--- config.mk ---
export PLATFORM = sky130hd
export DESIGN_NAME = game_classic_ctrl
export DESIGN_NICKNAME = d
export VERILOG_FILES = /design/src/rtl/game_classic_ctrl.sv
export SDC_FILE = /design/constraint.sdc
export NUM_CORES = 1
export LEC_CHECK = 0
export CORE_ASPECT_RATIO = 1.5
export CORE_UTILIZATION = 60
export DETAILED_ROUTE_END_ITERATION = 7
export PLACE_DENSITY = 0.88
export SYNTH_ARGS = -nofsm -noshare
export SYNTH_HDL_FRONTEND = slang
export SYNTH_SLANG_ARGS = --single-unit
--- constraint.sdc ---
create_clock -name clk -period 5.3 [get_ports clk]
set_clock_uncertainty 0.1 [all_clocks]
set_input_delay 0.53 -clock clk [delete_from_list [all_inputs] [get_ports clk]]
set_output_delay 0.53 -clock clk [all_outputs]
set_load 0.01 [all_outputs]
--- src/rtl/game_classic_ctrl.sv ---
// Classic-mode game controller: get-ready countdown, fixed-length play timer
// and a saturating hit counter. All outputs are registered from next-state
// values, so an event in cycle N is visible just after the cycle N+1 edge.
// start/hit/quit are single-cycle pulses from debounced buttons; there is
// no handshake, and a pulse is consumed in the cycle it is high.
module game_classic_ctrl #(
    parameter int TICK_CYCLES   = 100_000_000,
    parameter int GAME_SECONDS  = 16,
    parameter int READY_SECONDS = 3
) (
    input  logic        clk,
    input  logic        clr,
    input  logic        start,
    input  logic        hit,
    input  logic        quit,
    output logic        enable_game,
    output logic [15:0] led_level,
    output logic [15:0] seg_value,
    output logic [4:0]  score
);

    localparam int TW = (TICK_CYCLES > 1) ? $clog2(TICK_CYCLES) : 1;
    localparam logic [TW-1:0] TICK_LAST = TW'(TICK_CYCLES - 1);
    localparam logic [4:0]    GAME_LEN  = 5'(GAME_SECONDS);
    localparam logic [3:0]    READY_LEN = 4'(READY_SECONDS);

    typedef enum logic [1:0] {
        IDLE  = 2'd0,
        READY = 2'd1,
        PLAY  = 2'd2,
        OVER  = 2'd3
    } state_t;

    state_t        state_q, state_d;
    logic [TW-1:0] tick_cnt_q, tick_cnt_d;
    logic [3:0]    ready_cnt_q, ready_cnt_d;
    logic [4:0]    time_left_q, time_left_d;
    logic [4:0]    score_q, score_d;
    logic          enable_game_q, enable_game_d;
    logic [15:0]   led_level_q, led_level_d;
    logic [15:0]   seg_value_q, seg_value_d;
    logic          tick;

    // Binary 0..31 to two packed BCD digits {tens, ones}.
    function automatic logic [7:0] to_bcd(input logic [4:0] b);
        logic [3:0] tens;
        logic [3:0] ones;
        if (b >= 5'd30) begin
            tens = 4'd3;
            ones = 4'(b - 5'd30);
        end else if (b >= 5'd20) begin
            tens = 4'd2;
            ones = 4'(b - 5'd20);
        end else if (b >= 5'd10) begin
            tens = 4'd1;
            ones = 4'(b - 5'd10);
        end else begin
            tens = 4'd0;
            ones = b[3:0];
        end
        return {tens, ones};
    endfunction

    // The second tick fires only while the counter is running (READY/PLAY).
    assign tick = (state_q == READY || state_q == PLAY) && (tick_cnt_q == TICK_LAST);

    // Next-state, counters and registered output values.
    always_comb begin
        state_d     = state_q;
        tick_cnt_d  = '0;
        ready_cnt_d = ready_cnt_q;
        time_left_d = time_left_q;
        score_d     = score_q;

        case (state_q)
            IDLE, OVER: begin
                // start outranks a simultaneous quit here
                if (start) begin
                    state_d     = READY;
                    score_d     = '0;
                    ready_cnt_d = READY_LEN;
                end
            end
            READY: begin
                tick_cnt_d = tick ? '0 : tick_cnt_q + TW'(1);
                if (quit) begin
                    state_d    = OVER;
                    tick_cnt_d = '0;
                end else if (tick) begin
                    ready_cnt_d = ready_cnt_q - 4'd1;
                    if (ready_cnt_q == 4'd1) begin
                        state_d     = PLAY;
                        time_left_d = GAME_LEN;
                    end
                end
            end
            PLAY: begin
                tick_cnt_d = tick ? '0 : tick_cnt_q + TW'(1);
                if (quit) begin
                    // a hit in the quit cycle is dropped
                    state_d    = OVER;
                    tick_cnt_d = '0;
                end else begin
                    // a hit on the final tick still counts
                    if (hit && score_q != 5'd31) score_d = score_q + 5'd1;
                    if (tick) begin
                        time_left_d = time_left_q - 5'd1;
                        if (time_left_q == 5'd1) state_d = OVER;
                    end
                end
            end
            default: state_d = IDLE;
        endcase

        enable_game_d = 1'b0;
        led_level_d   = '0;
        seg_value_d   = '0;
        case (state_d)
            READY: begin
                enable_game_d = 1'b1;
                led_level_d   = 16'(GAME_LEN);
                seg_value_d   = {12'h000, ready_cnt_d};
            end
            PLAY: begin
                enable_game_d = 1'b1;
                led_level_d   = 16'(time_left_d);
                seg_value_d   = {to_bcd(time_left_d), to_bcd(score_d)};
            end
            OVER: begin
                seg_value_d   = {8'h00, to_bcd(score_d)};
            end
            default: ;
        endcase
    end

    // State and output registers, cleared asynchronously by clr.
    always_ff @(posedge clk or posedge clr) begin
        if (clr) begin
            state_q       <= IDLE;
            tick_cnt_q    <= '0;
            ready_cnt_q   <= '0;
            time_left_q   <= '0;
            score_q       <= '0;
            enable_game_q <= 1'b0;
            led_level_q   <= '0;
            seg_value_q   <= '0;
        end else begin
            state_q       <= state_d;
            tick_cnt_q    <= tick_cnt_d;
            ready_cnt_q   <= ready_cnt_d;
            time_left_q   <= time_left_d;
            score_q       <= score_d;
            enable_game_q <= enable_game_d;
            led_level_q   <= led_level_d;
            seg_value_q   <= seg_value_d;
        end
    end

    assign enable_game = enable_game_q;
    assign led_level   = led_level_q;
    assign seg_value   = seg_value_q;
    assign score       = score_q;

endmodule

==> qor.yml, run 1 <==
status:
  status: "finished clean"
pwr:
  power_density_nw_per_um2: 368
  clkPwrFrac: 0.308
  comb_power_share: 0.337
  seq_power_share: 0.356
  ir_drop_mv: 0.368
  p_int_mw: 0.956
  sw_frac_of_total: 0.365
  finalPower_mw: 1.50
  power_switching_mw: 0.549
  p_leak_nw: 1.82
yosys:
  synth_area_um2: 3590
  syn_avg_cell_area_um2: 9.16
  synth_top_area_share: 0.425
  synthTopCellsByArea: "dfrtp_1 (43%), ha_1 (7.0%), nor2_1 (5.7%), xor2_1 (3.7%), buf_4 (3.3%)"
  synth-seq-cells: 61
  yosysWarnings: 0
  synthArstFlopShare: 1.00
  synth_enable_flop_cells: 0
  syn_inst: 392
  synth_area_leader_cell: "dfrtp_1"
  synthDistinctLibCells: 62
  ys_seq_area_frac: 0.425
  synth_flop_cell: "dfrtp_1"
worst_hold_path:
  holdPathStages: 1
  hold_path_end: "tick_cnt_q[0]"
  hold_start: "tick_cnt_q[0]"
  min_path_type: "reg2reg"
sta:
  worst_pin_slew_ps: 881
  fin_crit_sh: 0.800
  whs_ps: 413
  finalSetupViolations: 0
  finalHoldViolations: 0
  tns_ps: 0
  rsz0062_at_grt: "no"
  finalCriticalPeriod_ps: 4240
  slew_headroom: 0.407
  maxSlewViolCount: 0
  fmaxAchievable_mhz: 236
grt:
  first_global_vias: 2925
  grt_first_pass_wirelength_mm: 12.7
  antenna_found_initial: 0
  grt_max_degree: 62
  overflow: 0
  gr-usage-all-layers: 0.261
worst_setup_path:
  cp_slowest_cell: "or4_1"
  critPathMaxFanout: 17
  crit_start: "state_q[0]"
  timing.rr.end: "seg_value[3]"
  path_cells: "inv_1 -> ha_1 -> or4_1 -> nor4_4 -> nand3_1 -> o41ai_1 -> a21oi_1 -> o22a_1 -> inv_1 -> ha_1 -> nor2_1 -> nor2_1 -> o21ai_0 -> a31oi_1 -> a32o_1"
  worst_r2r_path_depth: 15
  cp.required_ps: 5480
  critical_path_class: "reg2reg"
  r2r_setup_slack_ps: 1060
  critPathArrivalTime_ps: 4420
  cp-start-kind: "register"
  critPathCaptureType: "register"
  crit_path_max_incr_delay_ps: 630
  r2r-start: "state_q[0]"
cts:
  clock_sinks: 61
  htreeDepth: 3
  cts_buffers: 9
  root_buffer: "clkbuf_8"
  clk_latency_ps: 350
  clockBufferDepth: 2
  hold_buffers: 0
  cts_tree: "yes"
  clk_pin_slew_worst_paths_ps: 70
  ctsResizeCount: 0
  post_cts_buffers: 0
floorplan:
  fp.dieH_um: 96.8
  rows: 34
  io_pins: 43
  die_x_um: 65.2
  start_util: 0.621
  core_area_um2: 5790
  die_area_um2: 6300
route:
  wire_per_inst_um: 15.0
  drt-pass1-iter-count: 4
  totalWireLength_mm: 7.47
  vias_per_cell: 5.92
  drtIter0Drc: 174
  drc: 0
  ant_nets: 0
  vias: 2947
final_layout:
  syn_to_final_growth_pct: 13.8
  drive_gt1_frac: 0.0775
  num_antenna_cells: 0
  fin_area_um2: 4090
  layoutNonFillerInstCount: 498
  nFillCells: 436
  layout.nets: 446
job:
  maxCapViolCount: 0
placed_design:
  dpl.cell_count: 482
  dp_hpwl_mm: 5.26
  placed_area_um2: 3860
  gp_congestion: 0.912
  numPortBuffers: 27
## cells in the mapped netlist, types with 2 or more instances
master / count
buf_2: 2
nand3_1: 19
nand2b_1: 4
clkbuf_1: 6
nor2b_1: 2
xnor2_1: 9
o21ai_1: 4
nand2_1: 31
a32o_1: 2
and2_1: 7
nor2_1: 55
o22ai_1: 2
inv_1: 23
mux2i_1: 5
a31oi_1: 7
mux2_2: 2
and3_1: 5
buf_4: 16
a41oi_1: 3
a211oi_1: 2
a21oi_1: 14
a21o_1: 2
dfrtp_1: 61
nor4_1: 2
a22oi_1: 3
nand4_1: 10
o21ai_0: 17
nor3_1: 6
or3_1: 5
xor2_1: 15
ha_1: 20
## flip-flops by register name, summed over array words and instances (netlist names)
signal and count:
score 5, seg_value 12, tick_cnt_q 27, enable_game 1
led_level 5, time_left_q 5, state_q 2, ready_cnt_q 4
## layout by cell type, fill, tap and decap left out, types with 3 or more instances in the layout
cell and count:
a21oi_1 14, a41oi_1 3, and2_1 7, o21ai_0 17, nand2b_1 4, nand4_1 10, nor2_1 55, clkdlybuf4s50_1 27
nor3_1 6, mux2i_1 5, and3_1 5, a22oi_1 3, conb_1 15, ha_1 20, or3_1 5, a31oi_1 7
xnor2_1 9, nand2_1 31, inv_1 22, dfrtp_1 61, xor2_1 15, clkbuf_8 10, o21ai_1 4, nand3_1 19
## logic make-up after synthesis
logic type / after synthesis / synth area share
compound gates: 74 / 0.142
fa+ha+maj: 20 / 0.0697
flops: 61 / 0.425
other cells: 1 / 0.00104
xor+xnor: 24 / 0.0585
mux: 7 / 0.0202
buf+inv: 49 / 0.0690
simple gates: 156 / 0.214
## critical path, delay by kind of cell (launching register included)
family,cells,cell delay [ps]
simple gates,5,1590
compound gates,6,1180
buf+inv,2,170
fa+ha+maj,2,760
flops,1,380
## per-layer routing
layer	share of wire	wire, um	GRT usage
met5	0	0	0
met4	0.029	218	0.152
met3	0.037	276	0.0660
met2	0.53	3980	0.429
met1	0.40	3000	0.298
## power by group through the flow
stage / sequential, mW / clock [mW] / combinational, mW
after floorplan: 0.543 / 0 / 0.378
after global placement: 0.541 / 0 / 0.484
after detailed placement: 0.543 / 0 / 0.499
after CTS: 0.535 / 0.468 / 0.505
after global routing: 0.540 / 0.489 / 0.575
final: 0.535 / 0.463 / 0.507
## final cells by class
type | count | area [um^2] | share of cell area
multi-input combinational | 296 | 1870 | 0.458
sequential | 61 | 1530 | 0.374
timing repair buffer | 29 | 285 | 0.0698
clock buffer | 10 | 138 | 0.0337
inverter | 24 | 90.1 | 0.0221
tap | 72 | 90.1 | 0.0221
clock inverter | 6 | 86.3 | 0.0211
## worst max path at each step
stage	to	slack (ps)	depth (start not counted)
finish	seg_value[3]	1060	15
global route	seg_value[3]	630	15
CTS	seg_value[3]	1050	15
detailed placement	seg_value[3]	1100	15
global placement	seg_value[3]	1300	15
floorplan	seg_value[9]	1720	15
## through the flow
stage                util  worst slack, ps
floorplan               -             1720
global placement    0.667             1300
detailed placement  0.667             1100
CTS                 0.706             1050
global route        0.706              631
finish              0.706             1060
Note: power is estimated with default switching activity, not from simulation.
==> run 2, diff against run 1 <==
Settings changed: CORE_UTILIZATION 60 to 51, PLACE_DENSITY 0.88 to 0.8.
Clock period 5.3 ns to 3.5 ns, I/O delays scaled along.
==> run 2 against run 1 <==
Net effect:
- the flow now finishes with violations (DRC)
- global-route usage is 4.1 points lower
- first-iteration DRC count up 20%
- critical endpoint unchanged
- count of clock-buffer cells in the layout grew 3
- sequential power increased by 51%
- register-to-register slack worse by 930 ps
- via count rose by 1.3%
- wire length rose by 4.7%
- total power is 55% higher
- largest power group is now combinational cells
==> qor.yml, run 2 (synthesized netlist as in run 1, its figures left out) <==
status:
  status: "finished with violations"
  violations: "DRC"
pwr:
  ir_drop_mv: 0.491
  p_leak_nw: 1.96
  power_density_nw_per_um2: 535
route:
  vias: 2986
  vias_per_cell: 5.62
  drtIter0Drc: 208
  ant_nets: 0
  totalWireLength_mm: 7.82
  drt-pass1-iter-count: 6
  drc: 3
  wire_per_inst_um: 14.7
sta:
  finalSetupViolations: 0
  maxSlewViolCount: 0
  fin_crit_sh: 0.962
  finalCriticalPeriod_ps: 3370
  fmaxAchievable_mhz: 297
  setup_ws_ps: 133
  worst_pin_slew_ps: 936
  finalHoldViolations: 0
  tns_ps: 0
  slew_headroom: 0.375
worst_setup_path:
  crit_path_max_incr_delay_ps: 520
  cp-start-kind: "register"
  path_cells: "ha_1 -> and3_1 -> ha_1 -> or3b_2 -> mux2_2 -> a22oi_1 -> and2_1 -> or3_1 -> and3_1 -> o21ai_0 -> a32o_1"
  cp_slowest_cell: "or3b_2"
  critPathArrivalTime_ps: 3490
  critPathCaptureType: "register"
  critPathMaxFanout: 5
  cp.required_ps: 3620
  critical_path_class: "reg2reg"
grt:
  grt_max_degree: 47
  first_global_vias: 2889
  gr-usage-all-layers: 0.220
  grt_first_pass_wirelength_mm: 12.9
  antenna_found_initial: 0
  overflow: 0
job:
  maxCapViolCount: 0
floorplan:
  start_util: 0.524
  rows: 37
  die_area_um2: 7390
  core_area_um2: 6850
  die_x_um: 70.5
  fp.dieH_um: 105
  io_pins: 43
final_layout:
  syn_to_final_growth_pct: 21.3
  regMostFlops: "tick_cnt_q"
  layout.nets: 473
  nFillCells: 540
  drive_gt1_frac: 0.170
  final_common_cell: "dfrtp_1"
  fin_area_um2: 4360
  num_antenna_cells: 0
  largest_reg_flops: 27
  final_util: 0.636
  final_cell_mix: "dfrtp_1 (61), nor2_1 (54), nand2_1 (31)"
cts:
  htreeDepth: 3
  cts_buffers: 9
  root_buffer: "clkbuf_8"
  clock_sinks: 61
  clk_pin_slew_worst_paths_ps: 60
  cts_tree: "yes"
  clk_latency_ps: 340
  clockBufferDepth: 2
placed_design:
  dp_hpwl_mm: 5.50
  dp_slack_ps: 18.1
  numPortBuffers: 27
  gp_congestion: 0.854
  placed_area_um2: 4080
worst_hold_path:
  min_path_type: "reg2reg"
[run 2: cell types whose count changed in the layout (fill, tap and decap cells not counted), moves of 3 or more]
cell     previous run  this run
and2_1              7         4
buf_4               2        28
ha_1               20        17
o21ai_0            17        14
[run 2: worst paths after layout]
path,from,to,slack [ps],cells past startpoint
worst max-delay path,score[1],seg_value[3],130,11
worst min-delay path,tick_cnt_q[0],tick_cnt_q[0],420,1
worst max register to register,score[1],seg_value[3],130,11
worst min register to register,tick_cnt_q[0],tick_cnt_q[0],420,1
max in group asynchronous,clr,ready_cnt_q[1],2090,3
min in group asynchronous,clr,tick_cnt_q[24],440,2
[run 2: per-layer routing]
| metal | track usage | routed length, um | vias to the layer above |
|---|---|---|---|
| met2 | 0.381 | 4110 | 63 |
| met3 | 0.0405 | 245 | 14 |
| li1 | - | - | 1452 |
| met4 | 0.0875 | 143 | 0 |
| met5 | 0 | 0 | - |
| met1 | 0.267 | 3320 | 1457 |
[run 2: layout make-up]
type	instances	area, um^2	area share
repair buffers	56	492	0.113
clock inverters	3	18.8	0.00431
inverters	24	90.1	0.0207
multi-input cells	296	1960	0.450
flip-flops and latches	61	1530	0.350
clock buffers	13	169	0.0388
well taps	78	97.6	0.0224
[run 2: critical path: cells and delay by family, from the launching register on]
family,cells,cell delay [ps]
simple gates,5,1230
compound gates,3,780
fa+ha+maj,2,430
flops,1,420
mux,1,280
[run 2: stage by stage]
stage / hold slack [ps] / power [mW] / instances
after floorplan: 376 / 1.42 / 406
after global placement: 410 / 1.67 / 512
after detailed placement: 413 / 1.70 / 512
after CTS: 421 / 2.28 / 528
after global routing: 443 / 2.49 / 531
final: 424 / 2.33 / 531
[run 2: power by group]
part | internal, mW | leakage (nW) | switching, mW
logic | 0.368 | 1.02 | 0.567
clock network | 0.314 | 0.0994 | 0.270
registers | 0.764 | 0.838 | 0.0443
total | 1.45 | 1.96 | 0.882
[run 2: repair_timing]
action | in CTS | in global routing
pin swaps | 0 | 8
endpoints found under the setup margin | 1 | 11
resized for setup | 1 | 19
hold buffers | 0 | 0
setup buffers | 0 | 3
